<file path="config.mk">
export PLATFORM = sky130hd
export DESIGN_NAME = uart_rx
export DESIGN_NICKNAME = d
export VERILOG_FILES = /design/src/rtl/uart_rx.sv
export SDC_FILE = /design/constraint.sdc
export NUM_CORES = 1
export LEC_CHECK = 0
export ABC_CLOCK_PERIOD_IN_PS = 2500
export CAP_MARGIN = 15
export CORE_UTILIZATION = 60
export DETAILED_ROUTE_END_ITERATION = 12
export DONT_BUFFER_PORTS = 1
export GPL_TIMING_DRIVEN = 0
export HOLD_SLACK_MARGIN = 0.15
export PLACE_DENSITY = 0.76
export SYNTH_ARGS = -nofsm -noshare
export SYNTH_HDL_FRONTEND = slang
export SYNTH_SLANG_ARGS = --single-unit
</file>
<file path="constraint.sdc">
create_clock -name clk_i -period 2.5 [get_ports clk_i]
set_input_delay 0.25 -clock clk_i [delete_from_list [all_inputs] [get_ports clk_i]]
set_output_delay 0.25 -clock clk_i [all_outputs]
set_load 0.02 [all_outputs]
</file>
<file path="src/rtl/uart_rx.sv">
// ---------------------------------------------------------------------------
// uart_rx
// 8N1 UART receiver. Oversamples the asynchronous rx line, finds the start
// bit, recovers DATA_BITS data bits LSB-first, checks the stop bit and hands
// the byte to the receive FIFO over a valid/ready interface. Framing and
// overrun conditions are kept as sticky flags for the CSR layer.
//
// Ports:
//   clk_i      system clock
//   reset_i    asynchronous, active-low reset
//   prescaler  baud tick divider; one tick every prescaler+1 clocks
//   rx         serial line, idle high, asynchronous to clk_i
//   d_out      received byte, stable while valid is high
//   valid      byte available
//   ready      consumer accepts; transfer on valid && ready
//   frame_err  sticky: stop bit sampled low
//   overrun    sticky: byte completed while the previous one was unread
//   err_clr    clears frame_err and overrun on the next edge
//   busy       high whenever the receiver is not idle
// ---------------------------------------------------------------------------
module uart_rx #(
    parameter int OVERSAMPLE = 16,
    parameter int DATA_BITS  = 8
) (
    input  logic                 clk_i,
    input  logic                 reset_i,
    input  logic [31:0]          prescaler,
    input  logic                 rx,
    output logic [DATA_BITS-1:0] d_out,
    output logic                 valid,
    input  logic                 ready,
    output logic                 frame_err,
    output logic                 overrun,
    input  logic                 err_clr,
    output logic                 busy
);

    localparam int OS_W  = $clog2(OVERSAMPLE);
    localparam int IDX_W = $clog2(DATA_BITS);

    localparam logic [OS_W-1:0]  HALF_LAST = OS_W'(OVERSAMPLE / 2 - 1);
    localparam logic [OS_W-1:0]  FULL_LAST = OS_W'(OVERSAMPLE - 1);
    localparam logic [IDX_W-1:0] IDX_LAST  = IDX_W'(DATA_BITS - 1);

    typedef enum logic [2:0] {
        S_IDLE,
        S_START,
        S_DATA,
        S_STOP,
        S_BREAK
    } state_t;

    state_t               state;
    state_t               state_next;

    logic                 rx_meta;
    logic                 rs;
    logic                 rs_last;
    logic                 start_edge;

    logic [31:0]          presc_q;
    logic [31:0]          tick_cnt;
    logic                 tick;

    logic [OS_W-1:0]      os_cnt;
    logic [IDX_W-1:0]     bit_idx;
    logic [DATA_BITS-1:0] shreg;

    logic                 frame_start;
    logic                 os_wrap;
    logic                 sample_data;
    logic                 good_stop;
    logic                 bad_stop;
    logic                 load_byte;
    logic                 drop_byte;

    assign start_edge = rs_last & ~rs;
    assign tick       = (tick_cnt == presc_q);
    assign busy       = (state != S_IDLE);

    // Two-flop synchronizer plus a one-cycle history of the synchronized
    // line. Everything resets to the idle-high level so a line that is
    // already low coming out of reset is seen as a start edge.
    always_ff @(posedge clk_i or negedge reset_i) begin
        if (!reset_i) begin
            rx_meta <= 1'b1;
            rs      <= 1'b1;
            rs_last <= 1'b1;
        end else begin
            rx_meta <= rx;
            rs      <= rx_meta;
            rs_last <= rs;
        end
    end

    // FSM state register.
    always_ff @(posedge clk_i or negedge reset_i) begin
        if (!reset_i) begin
            state <= S_IDLE;
        end else begin
            state <= state_next;
        end
    end

    // Next-state logic and the per-cycle strobes that drive the datapath.
    // os_wrap marks the tick on which a sample is taken, which also restarts
    // the oversample count for the next bit period.
    always_comb begin
        state_next  = state;
        frame_start = 1'b0;
        os_wrap     = 1'b0;
        sample_data = 1'b0;
        good_stop   = 1'b0;
        bad_stop    = 1'b0;
        case (state)
            S_IDLE: begin
                if (start_edge) begin
                    frame_start = 1'b1;
                    state_next  = S_START;
                end
            end
            S_START: begin
                if (tick && (os_cnt == HALF_LAST)) begin
                    os_wrap    = 1'b1;
                    state_next = rs ? S_IDLE : S_DATA;
                end
            end
            S_DATA: begin
                if (tick && (os_cnt == FULL_LAST)) begin
                    os_wrap     = 1'b1;
                    sample_data = 1'b1;
                    if (bit_idx == IDX_LAST) begin
                        state_next = S_STOP;
                    end
                end
            end
            S_STOP: begin
                if (tick && (os_cnt == FULL_LAST)) begin
                    os_wrap = 1'b1;
                    if (rs) begin
                        good_stop  = 1'b1;
                        state_next = S_IDLE;
                    end else begin
                        bad_stop   = 1'b1;
                        state_next = S_BREAK;
                    end
                end
            end
            S_BREAK: begin
                if (rs) begin
                    state_next = S_IDLE;
                end
            end
            default: begin
                state_next = S_IDLE;
            end
        endcase
    end

    // A completed byte is accepted only if the output slot is empty or is
    // being emptied in this very cycle; otherwise it is dropped as overrun.
    assign load_byte = good_stop & (~valid | ready);
    assign drop_byte = good_stop & valid & ~ready;

    // Baud tick generator. The divider is captured at the start edge so a
    // prescaler change mid-frame cannot disturb the bit timing, and the
    // counter sits at zero while idle so the sampling phase is referenced
    // to the detected edge.
    always_ff @(posedge clk_i or negedge reset_i) begin
        if (!reset_i) begin
            presc_q  <= '0;
            tick_cnt <= '0;
        end else begin
            if (frame_start) begin
                presc_q <= prescaler;
            end
            if (state == S_IDLE) begin
                tick_cnt <= '0;
            end else if (tick) begin
                tick_cnt <= '0;
            end else begin
                tick_cnt <= tick_cnt + 32'd1;
            end
        end
    end

    // Oversample counter, bit index and shift register. Data bits land
    // directly in their final position, LSB first.
    always_ff @(posedge clk_i or negedge reset_i) begin
        if (!reset_i) begin
            os_cnt  <= '0;
            bit_idx <= '0;
            shreg   <= '0;
        end else begin
            if (state == S_IDLE) begin
                os_cnt <= '0;
            end else if (tick) begin
                os_cnt <= os_wrap ? '0 : os_cnt + 1'b1;
            end
            if (frame_start) begin
                bit_idx <= '0;
            end else if (sample_data) begin
                bit_idx <= bit_idx + 1'b1;
            end
            if (sample_data) begin
                shreg[bit_idx] <= rs;
            end
        end
    end

    // Output register and handshake. A byte loading in the same cycle as a
    // transfer keeps valid high.
    always_ff @(posedge clk_i or negedge reset_i) begin
        if (!reset_i) begin
            d_out <= '0;
            valid <= 1'b0;
        end else begin
            if (load_byte) begin
                d_out <= shreg;
                valid <= 1'b1;
            end else if (valid && ready) begin
                valid <= 1'b0;
            end
        end
    end

    // Sticky error flags. A new error event in the same cycle as err_clr
    // leaves the flag set.
    always_ff @(posedge clk_i or negedge reset_i) begin
        if (!reset_i) begin
            frame_err <= 1'b0;
            overrun   <= 1'b0;
        end else begin
            frame_err <= bad_stop  | (frame_err & ~err_clr);
            overrun   <= drop_byte | (overrun   & ~err_clr);
        end
    end

endmodule

</file>
## Yosys cells after proc, flatten, opt, wreduce, memory -nomap -nowiden

Cells that the tools add are included.
Widths: inputs -> output; s select.

| word-level totals | value |
|---|---|
| register bits | 96 |
| bits of input ports | 37 |
| output and inout bits | 12 |
| word-level logic and storage cells | 89 |

| cells by class | value |
|---|---|
| add/sub/neg operators | 3 |
| $lt $le $gt $ge | 2 |
| equal/unequal tests | 14 |
| muxes and demuxes | 33 |
| bitwise logic cells | 13 |
| reductions and logical operators | 11 |

Operators by type and width:

| operator | number |
|---|---|
| $mux 32 | 2 |
| $add 32x1->32 const B | 1 |
| $eq 32x32->1 | 1 |
| $mux 3 | 9 |
| $pmux 3 s5 | 1 |
| $mux 1 | 14 |
| $mux 4 | 3 |
| $ne 2x2->1 const B | 6 |
| $bwmux 8 | 1 |
| $and 1x1->1 | 6 |
| $eq 3x2->1 const B | 2 |
| $eq 3x3->1 const B | 2 |
| $reduce_and 6->1 | 1 |
| $reduce_bool 2->1 | 3 |
| $add 4x1->4 const B | 1 |
| $eq 4x3->1 const B | 1 |
| $eq 4x4->1 const B | 1 |
| $logic_and 1x1->1 | 4 |
| $lt 3x4->1 const B | 1 |
| $not 1->1 | 4 |
| $add 3x1->3 const B | 1 |
| $demux 1 s3 | 1 |
| $eq 3x1->1 const B | 1 |
| $ge 3x1->1 const B | 1 |
| 6 further kinds | 8 |

## Longest topological paths before layout

Gate-level depths: netlist (run 1).

| depth | value |
|---|---|
| depth after elaboration | 7 |
| mapped depth | 8 |
| gate-level depth less buffers | 6 |

## Worst setup path before layout (run 1)

Ideal clock, no wire load.

| path | value |
|---|---|
| kind | reg2reg |
| start | register tick_cnt[24] |
| end | register shreg[5] |
| arrival | 1.835 ns |
| required time | 2.373 ns |
| path slack | 0.538 ns |
| stages on the path, launching flop included | 8 |
| clock period less this slack | 1.962 ns |
| path through | dfrtp_1 -> buf_6 -> xnor2_1 -> nand4_1 -> nor4_4 -> buf_6 -> nand4_1 -> mux2_1 |

| between the ends | value |
|---|---|
| word-level cells in the longest chain between the ends | 4 |

Ends and longest elaborated chain:

| what | RTL line | text |
|---|---|---|
| start: declaration | 62 | `logic [31:0] tick_cnt;` |
| start signal: assignment | 182 | `tick_cnt <= tick_cnt + 32'd1;` |
| $eq 32x32->1 | 78 | `assign tick = (tick_cnt == presc_q);` |
| $logic_and 1x1->1 | 129 | `if (tick && (os_cnt == FULL_LAST)) begin` |
| $mux 1 | 129 |  |
| $mux 1 | 115 | `case (state)` |
| end signal: indexed assignment | 206 | `shreg[bit_idx] <= rs;` |
| end: declaration | 67 | `logic [DATA_BITS-1:0] shreg;` |

Every way passes these cells.
A chain may end at the register's enable or synchronous reset.

## Worst setup path in the final report (run 1)

| path | value |
|---|---|
| start | register tick_cnt[6] |
| end | register tick_cnt[28] |

| between the ends | value |
|---|---|
| word-level cells in the longest chain between the ends | 3 |
| elaborated cells between the ends (all ways) | 4 |

Ends and longest elaborated chain:

| what | RTL line | text |
|---|---|---|
| $add 32x1->32 or $eq 32x32->1 (tied branches) | 182, 78 |  |
| $mux 32 (*) | 179 | `end else if (tick) begin` |
| $mux 32 (*) | 177 | `if (state == S_IDLE) begin` |

Mark *: on every way between the ends. The rest lies on a longest branch, timed or not.

==> implementation parameters, run 1 <==
Parameter                              Value

Status
  Status    completed

Floorplan
  DIE WIDTH    90.00 µm
  Floorplan die height    90.00 µm
  Placement Rows    31
  Boundary pin count    49
  Placeable core region    0.007370 mm²
  Initial core utilization    63.04%
  Die ar.    0.008099 mm²

STA
  Setup violation total in the final timing report    0
  Final Hold Fails    0
  Post-Route Skew    7.500 ps
  Max Slew Vio Count    0
  Final worst-path cycle share    86.47%
  Fmax    462.6 MHz
  Tmin final    2162 ps
  Setup TNS after final layout    0 ps
  Tightest Pin Transition    742.4 ps
  Relative max-transition margin    50.50%
  Setup repair after global routing missed its margin    false

Synth
  Gate count of the mapped netlist    412
  Synth Cell Area    0.004646 mm²
  Area share of the largest cell type after synthesis    50.09%
  Post-synth cell types    40
  Synth area leaders    dfrtp_1 (50%), mux2_2 (11%), xnor2_1 (11%), nor2_1 (4.0%), nand4_1 (3.4%)
  Most area-hungry cell type in the Yosys netlist    dfrtp_1
  Syn nets    453
  Synthesized area per cell    11.28 µm²
  Number of synthesized register bits    96
  Number of warnings reported in the yosys synthesis log    0
  Sequential fraction of the synthesis area    51.79%

GRT
  Total gr overflow    0
  Met3 GRT Util    3.892%
  Global Route met1 Usage    31.55%
  Via count of the first global-routing pass    3,363
  First-pass GRT wire length    16.01 mm
  Overall global routing resource usage    25.10%
  Largest net degree at the start of global routing    97
  Met2 track utilization from global routing    43.21%
  Number of antenna violations at the first check in global routing    0
  Peak-usage layer in the global routing report    met2

Clocking
  Number of CTS-inserted buffers    9
  Post-CTS clock slew at the launch and capture registers of the worst setup and hold paths    90 ps
  Clock latency at the later pin of the worst-skew pair    360 ps
  H-tree Lvls    3
  Sink Count    96
  Clk root buf    clkbuf_8
  TritonCTS clock tree    done
  Maximum root-to-sink buffer count    2

Power and ir drop
  Pleak    2.340 nW
  Pwr per Cell Area    647.2 mW/mm²
  Worst VDD drop    432.1 µV

Layout
  Area overhead of the layout relative to synthesis    17.78%
  Final net count    506
  Ratio of cells with drive above 1 in the final layout    17.48%
  Filler Cells Inserted    528
  Top library cells by usage in the layout, fill and taps aside    dfrtp_1 (93), xnor2_1 (56), nor2_1 (50)
  ANT cells    0
  Post-route non-filler standard cell count    568
  Most common library cell in the layout ignoring fill and taps    dfrtp_1

Placed design
  Number of buffer cells added on primary ports    0
  Detailed placement HPWL    6.196 mm
  RePlAce Congestion    0.8006
  Number of placed instances with taps included    511

Detailed routing
  Vias after detailed routing    3,218
  Routed wire length    9.334 mm
  Via-per-instance ratio    5.665
  DRC viols    0
  Iter 0 DRT Violations    113
  First-pass DRT Iterations    7
  Number of nets with antenna violations after routing    0
  Average detailed-routed wire length per instance    16.43 µm

Critical path
  Peak fanout along the critical path    10
  Arrival time of the worst setup path    2400 ps
  Crit Path Category    flop to flop
  Critical path capture point type    flop
  WP data required    2740 ps
  Type of element launching the critical path    flop

Run
  Reported max-cap violation count    0

Worst hold path
  Min-delay worst type    input pin to flop
-- power by group --
group / internal [W] / switching (W) / leakage [nW]
registers: 0.00168 / 0.000141 / 1.24
logic: 0.000228 / 0.000186 / 0.970
clock network: 0.000789 / 0.000520 / 0.133
total: 0.00269 / 0.000847 / 2.34
-- metrics by stage --
stage	util, %	setup slack (ps)	hold WS (ps)	instance area, µm²	total power [W]
global placement	64.72	122.7	-43.46	4770	0.002161
global route	74.24	165.3	242.6	5472	0.003695
CTS	73.46	46.56	206.0	5414	0.003573
floorplan	-	537.6	-45.59	4646	0.002084
detailed placement	64.72	86.16	-43.62	4770	0.002184
finish	74.24	338.3	216.4	5472	0.003541
-- final cells by class --
type | instances | area, µm² | share of cell area (%)
Sequential cell | 96 | 2406 | 43.97
Multi-Input combinational cell | 287 | 2102 | 38.42
Timing Repair Buffer | 42 | 435.4 | 7.958
Clock buffer | 10 | 137.6 | 2.515
Clock inverter | 5 | 128.9 | 2.355
Tap cell | 99 | 123.9 | 2.264
Buffer | 18 | 96.34 | 1.761
Inverter | 11 | 41.29 | 0.7546
-- state kept, by name, summed over array words and instances, names as in the netlist, 3 cells and up --
register  flops
presc_q      32
tick_cnt     32
d_out         8
shreg         8
os_cnt        4
bit_idx       3
state         3
-- layer usage --
layer  routed length [µm]  part of all wire, %
met1                 4021                   43
met2                 4737                   51
met3                  346                  3.7
met4                  228                  2.4
met5                    0                    0
-- cells in the mapped netlist --
cell and number:
and4_1 6, ha_1 4, nor3_1 9, dfrtp_1 93, nand2b_1 3, mux2_1 3, and2_1 2, buf_6 3
xor2_1 7, o32ai_1 1, o221ai_1 2, nor4_4 2, a31oi_1 1, nor4_1 8, nor2b_1 2, nand4_1 25
nand2_1 20, mux2_2 45, a21o_1 1, buf_2 5, nor3b_1 2, dfstp_2 3, o21a_1 1, o21ai_0 3
buf_1 1, a31o_2 1, clkbuf_1 9, nor2_1 50, o311a_1 1, nand4_4 1, nand3b_1 2, a21oi_1 2
o22ai_1 1, o21bai_1 1, mux2i_1 4, nand3_1 19, xnor2_1 56, and3_1 1, inv_1 11, nor4b_1 1
-- cells by family after synthesis --
kind of cell | count (synthesis) | synth area share (%)
buffers and inverters | 29 | 2.962
AO/OA/AOI/OAI | 15 | 2.263
adder cells (fa/ha/maj) | 4 | 1.077
flip-flops | 96 | 51.79
AND/OR/NAND/NOR | 153 | 17.53
XOR/XNOR | 63 | 11.88
multiplexers | 52 | 12.50
-- worst max-delay path: stages, from the launching register on --
cell	delay, ps
dfrtp_1	480
xnor2_1	290
nand4_1	230
nor4_4	180
buf_4	220
a21o_1	120
buf_2	170
buf_2	260
nor2_1	90
-- path summary, 6_finish.rpt --
path | startpoint | slack, ps | end | depth (start not counted)
min reg2reg | rx_meta | 360 | rs | 0
max in group asynchronous | reset_i | 1620 | rs_last | 2
max reg2reg | tick_cnt[6] | 340 | tick_cnt[28] | 8
min | ready | 220 | overrun | 2
max | tick_cnt[6] | 340 | tick_cnt[28] | 8
min in group asynchronous | reset_i | 470 | d_out[6] | 2
-- timing repair --
item,CTS,global route
resized for setup,0,0
buffers inserted,0,6
hold buffers,36,0
endpoints found under the hold margin,131,0
endpoints found under the setup margin,0,39
(Power assumes the default switching activity.)
==> run 2, diff against run 1 <==
CORE_UTILIZATION = 57   (was 60)
DONT_BUFFER_PORTS = not set   (was 1)
PLACE_DENSITY = 0.8   (was 0.76)
RECOVER_POWER = 50   (was not set)
SETUP_SLACK_MARGIN = 0.4   (was not set)
==> implementation parameters, run 2 (synthesized netlist as in run 1, its figures left out) <==
Parameter                              Value

Layout
  Final net count    519 (+2.6%)
  Most common library cell in the layout ignoring fill and taps    dfrtp_1
  ANT cells    0 (unchanged)
  Ratio of cells with drive above 1 in the final layout    20.12% (+2.6 points)
  Area overhead of the layout relative to synthesis    20.93%
  Top library cells by usage in the layout, fill and taps aside    dfrtp_1 (92), xnor2_1 (52), nor2_1 (50)
  Largest registers    presc_q: 32 flops, tick_cnt: 32 flops

Clocking
  Maximum root-to-sink buffer count    2 (unchanged)
  Clk root buf    clkbuf_8
  H-tree Lvls    3 (unchanged)
  Clock latency at the later pin of the worst-skew pair    370 ps (about the same)
  Number of CTS-inserted buffers    9 (unchanged)
  Sink Count    96 (unchanged)
  TritonCTS clock tree    done
  Post-CTS clock slew at the launch and capture registers of the worst setup and hold paths    100 ps (about the same)

GRT
  Number of antenna violations at the first check in global routing    0 (unchanged)
  Overall global routing resource usage    24.40% (-0.70 points)
  Total gr overflow    0 (unchanged)
  Largest net degree at the start of global routing    69 (-29%)
  Via count of the first global-routing pass    3,310 (-1.6%)
  First-pass GRT wire length    15.61 mm (-2.5%)

STA
  Final worst setup slack    440.4 ps (+102.0 ps)
  Tmin final    2060 ps (-102.0 ps)
  Max Slew Vio Count    29 (+29)
  Final worst-path cycle share    82.39% (-4.1 points)
  Setup violation total in the final timing report    0 (unchanged)
  Tightest Pin Transition    1703 ps (+960.8 ps)
  Fmax    485.5 MHz (+5.0%)
  Post-Route Skew    10.90 ps (+3.397 ps)
  Final Hold Fails    0 (unchanged)
  Relative max-transition margin    -13.55% (-64 points)
  Setup repair after global routing missed its margin    true
  Smallest hold slack    357.0 ps (+140.7 ps)

Critical path
  Critical path capture point type    flop
  Worst setup slack for register-to-register paths    440 ps (+100 ps)
  Crit Path Category    flop to flop
  WP data required    2760 ps (+20 ps)
  Buffers plus inverters on the worst setup path    2 (-1)
  Master of the slowest instance on the critical path    dfrtp_1
  Type of element launching the critical path    flop
  Longest individual stage delay on the worst path    440 ps (-40 ps)
  Crit path max-delay family    simple AND/OR/NAND/NOR gates
  Arrival time of the worst setup path    2320 ps (-80 ps)
  CP most frequent cell    nand4_1
  Peak fanout along the critical path    6 (-4)
  Cells along the critical path    xnor2_1 > nand4_1 > nor4_4 > buf_6 > buf_4 > nand4_1 > mux2_2

Floorplan
  Placeable core region    0.007807 mm² (+5.9%)
  Boundary pin count    49 (unchanged)
  Initial core utilization    59.50% (-3.5 points)
  DIE WIDTH    92.28 µm (+2.5%)
  Floorplan die height    92.28 µm (+2.5%)
  Die ar.    0.008516 mm² (+5.1%)
  Placement Rows    32 (+3.2%)

Power and ir drop
  Worst VDD drop    344.9 µV (-20%)
  Pleak    2.370 nW (+1.2%)
  Total power of the final layout    0.003222 W (-9.0%)
  Pwr per Cell Area    573.5 mW/mm² (-11%)

Status
  Violations in the final reports    max-capacitance violations, max-slew violations
  Status    finished with violations

Detailed routing
  First-pass DRT Iterations    4 (-3)
  Via-per-instance ratio    5.630 (-0.62%)
  Average detailed-routed wire length per instance    15.96 µm (-2.9%)
  Number of nets with antenna violations after routing    0 (unchanged)
  DRC viols    0 (unchanged)
  Routed wire length    9.318 mm (-0.17%)
  Iter 0 DRT Violations    150 (+33%)
  Vias after detailed routing    3,288 (+2.2%)

Placed design
  Number of buffer cells added on primary ports    48 (+48)
  RePlAce Congestion    0.8125 (+1.5%)
  Detailed placement HPWL    6.464 mm (+4.3%)
  Placement Setup Slack    31.92 ps (-54.25 ps)

Worst hold path
  Min-delay worst type    flop to flop

Run
  Reported max-cap violation count    1 (+1)
## run 2: changes by cell type in the layout (fill, tap and decap cells not counted), moves of 4 or more
cell and delta:
xnor2_1 -4, buf_6 +4, clkbuf_2 +4, bufinv_16 -4, dlygate4sd3_1 -30, clkdlybuf4s50_1 +42
## run 2: layout make-up
type,count,area [µm²]
Buffer,18,127.6
Timing Repair Buffer,55,555.5
Inverter,11,41.29
Clock buffer,10,137.6
Fill cell,567,2190
Clock inverter,5,33.78
Tap cell,102,127.6
Multi-Input combinational cell,287,2187
Sequential cell,96,2407
## run 2: final timing paths
| kind | startpoint | end | cells after the start |
|---|---|---|---|
| max in group asynchronous | reset_i | tick_cnt[3] | 2 |
| setup reg to reg | tick_cnt[11] | shreg[4] | 7 |
| hold / removal | rx_meta | rs | 0 |
| min in group asynchronous | reset_i | os_cnt[2] | 2 |
| hold reg to reg | rx_meta | rs | 0 |
| setup / recovery | tick_cnt[11] | shreg[4] | 7 |
## run 2: routing by layer
layer  GRT usage, %  vias up  wire length (µm)
met5              0        -                 0
met4          14.32        0               290
met3          4.229       25               371
met2          41.54       89              4783
met1          29.03     1614              3873
li1               -     1560                 -
## run 2: report_power, final
group / leakage (nW) / internal, W / switching (W)
logic: 1.05 / 0.000274 / 0.000191
clock network: 0.0841 / 0.000381 / 0.000538
registers: 1.24 / 0.00168 / 0.000159
total: 2.37 / 0.00233 / 0.000888
## run 2: what timing repair did
action / in CTS / in global routing
endpoints found under the hold margin: 28 / 0
buffers inserted: 4 / 1
setup endpoints to repair: 66 / 55
pin swaps: 2 / 4
hold buffers: 1 / 0
gates resized for setup: 7 / 30
## run 2: per-stage QoR
| stage | std cells | area (µm²) | utilization, % | TNS [ps] |
|---|---|---|---|---|
| 6_report | 584 | 5618 | 71.96 | 0 |
| 5_1_grt | 584 | 5618 | 71.96 | 0 |
| 4_1_cts | 583 | 5524 | 70.75 | 0 |
| 3_5_place_dp | 563 | 5279 | 67.61 | 0 |
| 3_3_place_gp | 562 | 5254 | 67.29 | -213970 |
| 2_1_floorplan | 412 | 4646 | - | 0 |
==> run 3, diff against run 2 <==
ABC_CLOCK_PERIOD_IN_PS = 1800   (was 2500)
CORE_UTILIZATION = 51   (was 57)
PLACE_DENSITY = 0.76   (was 0.8)
clock period = 1.8 ns   (was 2.5 ns; I/O delays follow)
==> implementation parameters, run 3 (synthesized netlist as in run 1, its figures left out) <==
Parameter                              Value

Critical path
  Crit Path Category    flop to flop
  Cells along the critical path    xnor2_1 > nand4_1 > nor4_4 > buf_4 > buf_6 > nand4_1 > mux2_4
  WP data required    2070 ps (-690 ps)
  CP most frequent cell    nand4_1
  Arrival time of the worst setup path    2300 ps (-20 ps)
  Crit path max-delay family    simple AND/OR/NAND/NOR gates
  Peak fanout along the critical path    6 (unchanged)
  Type of element launching the critical path    flop
  Critical path capture point type    flop
  Master of the slowest instance on the critical path    dfrtp_2
  Longest individual stage delay on the worst path    480 ps (+40 ps)
  Buffers plus inverters on the worst setup path    2 (unchanged)

Detailed routing
  Uppermost layer routed    met4
  Iter 0 DRT Violations    195 (+30%)
  Met1 WL    4.604 mm (+19%)
  WL met3    466 µm (+26%)
  Routed wire length    11.34 mm (+22%)
  Vias after detailed routing    3,552 (+8.0%)
  First-pass DRT Iterations    4 (unchanged)
  Average detailed-routed wire length per instance    18.00 µm (+13%)
  Via-per-instance ratio    5.638 (+0.14%)
  Number of nets with antenna violations after routing    0 (unchanged)
  DRC viols    0 (unchanged)
  Met2 WL    6.028 mm (+26%)

STA
  Post-Route Skew    16.27 ps (+5.374 ps)
  Relative max-transition margin    24.43% (+38 points)
  Setup repair after global routing missed its margin    true
  Smallest hold slack    349.1 ps (-7.918 ps)
  Final worst setup slack    -225.9 ps (-666.2 ps)
  Max Slew Vio Count    0 (-100%)
  Final worst-path cycle share    112.5% (+30 points)
  Fmax    493.6 MHz (+1.7%)
  Tightest Pin Transition    1134 ps (-569.8 ps)
  Tmin final    2026 ps (-33.79 ps)
  Final Hold Fails    0 (unchanged)
  Setup violation total in the final timing report    80 (+80)

Floorplan
  Placeable core region    0.008763 mm² (+12%)
  DIE WIDTH    97.44 µm (+5.6%)
  Boundary pin count    49 (unchanged)
  Placement Rows    34 (+6.3%)
  Die ar.    0.009495 mm² (+11%)
  Initial core utilization    53.01% (-6.5 points)
  Floorplan die height    97.44 µm (+5.6%)

Clocking
  Maximum root-to-sink buffer count    2 (unchanged)
  Number of CTS-inserted buffers    9 (unchanged)
  Clock latency at the later pin of the worst-skew pair    370 ps (about the same)
  Post-CTS clock slew at the launch and capture registers of the worst setup and hold paths    110 ps (about the same)
  Clk root buf    clkbuf_8
  H-tree Lvls    3 (unchanged)
  Sink Count    96 (unchanged)
  TritonCTS clock tree    done

Power and ir drop
  Total power of the final layout    0.004637 W (+44%)
  Pwr per Cell Area    729.4 mW/mm² (+27%)
  Worst VDD drop    529.5 µV (+54%)
  Pleak    2.835 nW (+20%)

Placed design
  DP Area    0.005374 mm² (+1.8%)
  RePlAce Congestion    0.8431 (+3.8%)
  Number of placed instances with taps included    569 (+1.1%)
  Detailed placement HPWL    6.662 mm (+3.1%)
  Number of buffer cells added on primary ports    48 (unchanged)

Layout
  Final instance area    0.006357 mm² (+13%)
  Multi-input logic area    0.002415 mm² (+10%)
  Area overhead of the layout relative to synthesis    36.84%
  Most common library cell in the layout ignoring fill and taps    dfrtp_1
  Combined flip-flop and latch cell area    0.002414 mm² (+0.26%)
  Top library cells by usage in the layout, fill and taps aside    dfrtp_1 (87), xnor2_1 (51), nor2_1 (40)
  Post-route non-filler standard cell count    630 (+7.9%)
  Filler Cells Inserted    590 (+4.1%)
  Final net count    558 (+7.5%)
  Largest registers    presc_q: 32 flops, tick_cnt: 32 flops
  Ratio of cells with drive above 1 in the final layout    32.57% (+12 points)
  ANT cells    0 (unchanged)

GRT
  Via count of the first global-routing pass    3,569 (+7.8%)
  Overall global routing resource usage    23.31% (-1.1 points)
  Total gr overflow    0 (unchanged)
  Largest net degree at the start of global routing    52 (-25%)
  First-pass GRT wire length    17.41 mm (+12%)
  Number of antenna violations at the first check in global routing    0 (unchanged)

Status
  Violations in the final reports    negative setup slack
  Status    finished with violations

Run
  Reported max-cap violation count    0 (-1)

Worst hold path
  Min-delay worst type    flop to flop
-- run 3: cell types whose count changed in the layout (fill, tap and decap cells not counted), sizes merged --
cell and delta:
dlygate4sd2 +10, clkinvlp +3, clkdlybuf4s50 -8, buf +41
inv +2, clkinv -3, clkbuf -2, dlygate4sd3 -3
-- run 3: worst register-to-register path: cells and delay by family (launching register included) --
family / cells / cell delay, ps
and+or+nand+nor: 3 / 630
buffers and inverters: 2 / 260
DFF: 1 / 480
muxes: 1 / 330
xor gates and xnor gates: 1 / 240
-- run 3: area by class of cell --
class	count	area share [%]
Clock buffer	9	1.948
Multi-Input combinational cell	287	37.98
Clock inverter	7	0.8660
Inverter	11	0.6888
Buffer	18	3.484
Sequential cell	96	37.96
Tap cell	108	2.126
Timing Repair Buffer	94	14.94
-- run 3: final timing paths --
kind	to	cells after the start	start	slack, ps
max in group asynchronous	tick_cnt[25]	3	reset_i	200
min in group asynchronous	os_cnt[1]	2	reset_i	550
worst max register to register	shreg[4]	7	tick_cnt[1]	-230
worst max-delay path	shreg[4]	7	tick_cnt[1]	-230
worst min-delay path	rs	0	rx_meta	350
worst min register to register	rs	0	rx_meta	350
-- run 3: through the flow --
stage	util, %	setup TNS [ps]	worst slack (ps)
floorplan	-	-1240	-128.2
global placement	61.04	-296620	-2909
detailed placement	61.32	-22030	-482.6
CTS	69.67	-6705	-170.7
global route	72.54	-16530	-299.0
finish	72.54	-11290	-225.9
-- run 3: routing by layer --
metal,up-vias,global-route usage [%]
met5,-,0
met4,0,6.109
met3,24,5.108
met2,113,41.26
met1,1773,28.79
li1,1642,-
-- run 3: power breakdown --
group | total [W] | switching, W | internal, W | leakage [nW]
Sequential | 0.00255 | 0.000214 | 0.00234 | 1.23
Clock | 0.00133 | 0.000815 | 0.000511 | 0.0745
Combinational | 0.000760 | 0.000321 | 0.000440 | 1.53
-- run 3: repair_timing --
action                                 4_1_cts  5_1_grt
setup buffers                               25       13
endpoints found under the hold margin       45        0
hold buffers                                 1        0
setup endpoints to repair                  105       94
pin swaps                                    9        6
gates resized for setup                     98       30
gates cloned                                 4        2
